**config.mk**
```make
export PLATFORM = sky130hd
export DESIGN_NAME = ear_pulsegen
export DESIGN_NICKNAME = d
export VERILOG_FILES = /design/src/rtl/ear_pulsegen.sv
export SDC_FILE = /design/constraint.sdc
export NUM_CORES = 1
export LEC_CHECK = 0
export ABC_AREA = 0
export CAP_MARGIN = 20
export CORE_ASPECT_RATIO = 1.25
export CORE_UTILIZATION = 52
export DETAILED_ROUTE_END_ITERATION = 7
export GPL_ROUTABILITY_DRIVEN = 0
export PLACE_DENSITY = 0.75
export SYNTH_ARGS = -nofsm -noshare
export SYNTH_HDL_FRONTEND = slang
export SYNTH_SLANG_ARGS = --single-unit
```
**constraint.sdc**
```tcl
create_clock -name clk -period 6.4 [get_ports clk]
set_clock_uncertainty 0.1 [all_clocks]
set_input_delay 1.28 -clock clk [delete_from_list [all_inputs] [get_ports clk]]
set_output_delay 1.28 -clock clk [all_outputs]
set_load 0.005 [all_outputs]
```
**src/rtl/ear_pulsegen.sv**
```systemverilog
// ear_pulsegen: on each vs falling edge emits a burst of PULSES square-wave periods on mic.
// Optional macro EARPULSE_BURSTCNT_EN adds a wrapping 8-bit completed-burst counter output.
module ear_pulsegen #(
    parameter int HALF_PERIOD = 2168,
    parameter int PULSES      = 8
) (
    input  logic       clk,
    input  logic       rst_n,
    input  logic       vs,
    input  logic       enable,
    output logic       mic,
    output logic       busy,
    output logic       done
`ifdef EARPULSE_BURSTCNT_EN
    ,
    output logic [7:0] burst_cnt
`endif
);
    localparam logic [15:0] RELOAD = 16'(HALF_PERIOD - 1);
    localparam logic [7:0]  NPULSE = 8'(PULSES);

    typedef enum logic [1:0] {IDLE, HIGH, LOW} state_t;

    state_t      r_state;
    logic [1:0]  r_vs;
    logic [15:0] r_cnt;
    logic [7:0]  r_per;
    logic        r_mic;
    logic        r_busy;
    logic        r_done;
    logic        w_fall;
    logic        w_expire;
    logic        w_finish;

    assign w_fall   = r_vs == 2'b10;
    assign w_expire = r_cnt == 16'd0;
    assign w_finish = r_state == LOW && w_expire && !(r_per < NPULSE);

    // vs history {prev, cur}; reset to "high" so a low vs right after reset is not an edge by itself
    always_ff @(posedge clk or negedge rst_n)
        if (!rst_n) r_vs <= 2'b11;
        else        r_vs <= {r_vs[0], vs};

    // burst sequencer: IDLE waits for an edge, HIGH/LOW time each half period, r_per counts periods started
    always_ff @(posedge clk or negedge rst_n) begin
        if (!rst_n) begin
            r_state <= IDLE;
            r_cnt   <= '0;
            r_per   <= '0;
            r_mic   <= 1'b0;
            r_busy  <= 1'b0;
            r_done  <= 1'b0;
        end else if (!enable) begin
            r_state <= IDLE;
            r_cnt   <= '0;
            r_per   <= '0;
            r_mic   <= 1'b0;
            r_busy  <= 1'b0;
            r_done  <= 1'b0;
        end else begin
            r_done <= 1'b0;
            case (r_state)
                IDLE: if (w_fall && !r_done) begin
                    r_state <= HIGH;
                    r_cnt   <= RELOAD;
                    r_per   <= 8'd1;
                    r_mic   <= 1'b1;
                    r_busy  <= 1'b1;
                end
                HIGH: if (w_expire) begin
                    r_state <= LOW;
                    r_cnt   <= RELOAD;
                    r_mic   <= 1'b0;
                end else begin
                    r_cnt <= r_cnt - 16'd1;
                end
                LOW: if (w_finish) begin
                    r_state <= IDLE;
                    r_per   <= '0;
                    r_busy  <= 1'b0;
                    r_done  <= 1'b1;
                end else if (w_expire) begin
                    r_state <= HIGH;
                    r_cnt   <= RELOAD;
                    r_per   <= r_per + 8'd1;
                    r_mic   <= 1'b1;
                end else begin
                    r_cnt <= r_cnt - 16'd1;
                end
                default: r_state <= IDLE;
            endcase
        end
    end

    assign mic  = r_mic;
    assign busy = r_busy;
    assign done = r_done;

`ifdef EARPULSE_BURSTCNT_EN
    logic [7:0] r_burst_cnt;

    // counts normal completions only; steps on the same edge that raises done
    always_ff @(posedge clk or negedge rst_n)
        if (!rst_n)                      r_burst_cnt <= '0;
        else if (enable && w_finish)     r_burst_cnt <= r_burst_cnt + 8'd1;

    assign burst_cnt = r_burst_cnt;
`endif
endmodule

```
==> results.md <==
* CTS buffer count at 5
* Iter 0 DRT Violations at 43
* Main synth FF type: dfrtp_1
* H-tree depth at 2
* Synthesis-stage register bit count at 31
* Multi-input gate area at ~890 um2
* Hold WC Path Type: flip-flop to flip-flop
* Cell area after synthesis at 1740 um2
* Diodes inserted at 0
* Total GRT Usage at 24.1%
* Row count at 23
* DR pass1 iterations at 4
* CP bufs+invs at 2
* Crit Path Max Fanout at 11
* Initial cell density of the core at 54.5%
* Ys async rst share at 100%
* Top cell type's share of synthesized area at 41.7%
* Max Root-Sink Buffers at 2
* Total gr overflow at 0
* Ratio of cells with drive above 1 in the final layout at 11.2%
* Outcome: finished clean
* Die Wd at 53.7 um
* Pin count of the biggest net entering global routing at 32
* Slew @ Worst Pin at 801 ps
* WP data required at 6440 ps
* Core Box Area at between 3000 and 4000 um2
* Final Hold Fails at 0
* # Post-CTS Setup Buffers at 0
* Slew Viols, Final at 0
* CP arrival at 3600 ps
* Power Total at just over 0.0009 W
* Die area at between 3000 and 4000 um2
* Post-synth top cells: dfrtp_1, nor2_1, nand2_1
* Crit Path Class: input pin to flip-flop
* Fillers at 260
* Routed Antenna Nets at 0
* Vias/cell at ~6.1
* Mean Syn Cell Area at 9.36 um2
* Count leader, synth: dfrtp_1
* IO buf count at 6
* Leakage Power at ~0.87 nW
* Synth Instances at roughly 190
* Vias in the first global route at 1421
* Final min period at ~3600 ps
* Synth-to-layout area growth at 11.3%
* Routed wire length at about 3700 um
* Nets at between 200 and 250
* Antenna violations before repair at 0
* DR WL/cell at 15.6 um
* Clock slew seen by the registers of the worst setup and hold paths at 60 ps
* Synth warnings at 0
* DRC violations left at 0
* CTS tree: done
* Pwr Density at 479 nW/um2
* CTS resizes at 0
* Crit-path cells: clkdlybuf4s50_1, and2_1, nand4_1, o31ai_1, buf_4, nor3_1, xnor2_1, nor2_1
* Die Span Y at 66.7 um
* Slowest CP cell: o31ai_1
* Routed vias at 1417
* Register area share after synthesis at 44.7%
* Clock sinks at 31
* Max_slew headroom at 46.1%
* Hold Buf Count CTS at 0
* Maximum VDD drop at 0.000260 V
* CP delay by family, top: buffers and inverters
* Largest stage delay on the critical path at around 700 ps
* Period utilisation layout at 55.6%
* CP Capture Type: flip-flop
* Clk Latency, worst-skew pair at 280 ps
* Synth area leader: dfrtp_1
* Core Util, Final at 60.6%
* FF/Latch Area at 778 um2
* Synth unique cells at 48
* First-pass GRT wire length at 6220 um
* RSZ-0062 raised after global routing: no
* Synth Net Count at ~200
* FF-to-FF setup slack at 3600 ps
* Synth area leaders: dfrtp_1, nor2_1, ha_1
* Fmax achieved at 281 MHz
* Post-Route Setup TNS at 0 ps
* Setup-failing EPs final at 0
* EDFF count, synth at 0
* DP Wirelength at 2570 um
* Critical Path Start Type: input pin
* Max cap viols at 0
* CTS root buf: clkbuf_8
* IO Count at 7
[where the power goes]
group,total (W),internal (W),switching (W)
clock,0.000198,0.000126,0.0000727
sequential,0.000306,0.000250,0.0000568
combinational,0.000422,0.000173,0.000249
[path summary, 6_finish.rpt]
path                       startpoint         end  cells past startpoint
setup / recovery               enable    r_cnt[7]                      8
hold reg to reg               r_vs[0]     r_vs[1]                      0
hold / removal                r_vs[0]     r_vs[1]                      0
setup reg to reg             r_cnt[4]    r_cnt[7]                      7
min in group asynchronous       rst_n  r_state[0]                      2
max in group asynchronous       rst_n     r_vs[0]                      2
[per-layer routing]
layer  share of wire, %  GRT usage (%)  vias up  wire length [um]
li1                   -              -      684                 -
met1                 43           26.8      688              1580
met2                 51           40.6       34              1860
met3                3.5           6.16       11               128
met4                2.6           12.8        0                94
met5                  0              0        -                 0
[per-stage QoR]
step	instance area [um2]	hold WS, ps	setup WS, ps	instances
CTS	1940	279	2830	234
finish	1940	278	2840	234
detailed placement	1820	270	2560	226
global placement	1820	268	2660	226
global route	1940	285	2640	234
floorplan	1740	259	3740	186
[logic make-up after synthesis]
| group | synth area share (%) |
|---|---|
| AO/OA/AOI/OAI | 15.2 |
| XOR/XNOR | 4.03 |
| adder cells (fa/ha/maj) | 5.03 |
| buffers and inverters | 3.95 |
| flip-flops | 44.7 |
| multiplexers | 0.575 |
| AND/OR/NAND/NOR | 26.5 |
[sequential cells by signal, summed over array words and instances, names as in the netlist]
| signal | cells |
|---|---|
| r_vs | 2 |
| r_per | 8 |
| r_state | 2 |
| r_cnt | 16 |
| mic | 1 |
| busy | 1 |
| done | 1 |
[cells in the final DEF, fill, tap and decap left out, drive strengths merged, types with 6 or more instances in the layout]
cell	n
clkbuf	6
clkdlybuf4s50	6
nand2	22
inv	7
o21ai	10
ha	7
nor2	28
a21oi	7
dfrtp	29
[layout make-up]
cell class	instances	share of cell area [%]
clock buffer	6	4.26
sequential	31	40.2
clock inverter	2	1.81
timing repair buffer	8	3.88
tap	37	2.39
multi-input combinational	143	46.1
inverter	7	1.36
No activity file was read; power rests on OpenSTA's default activity.
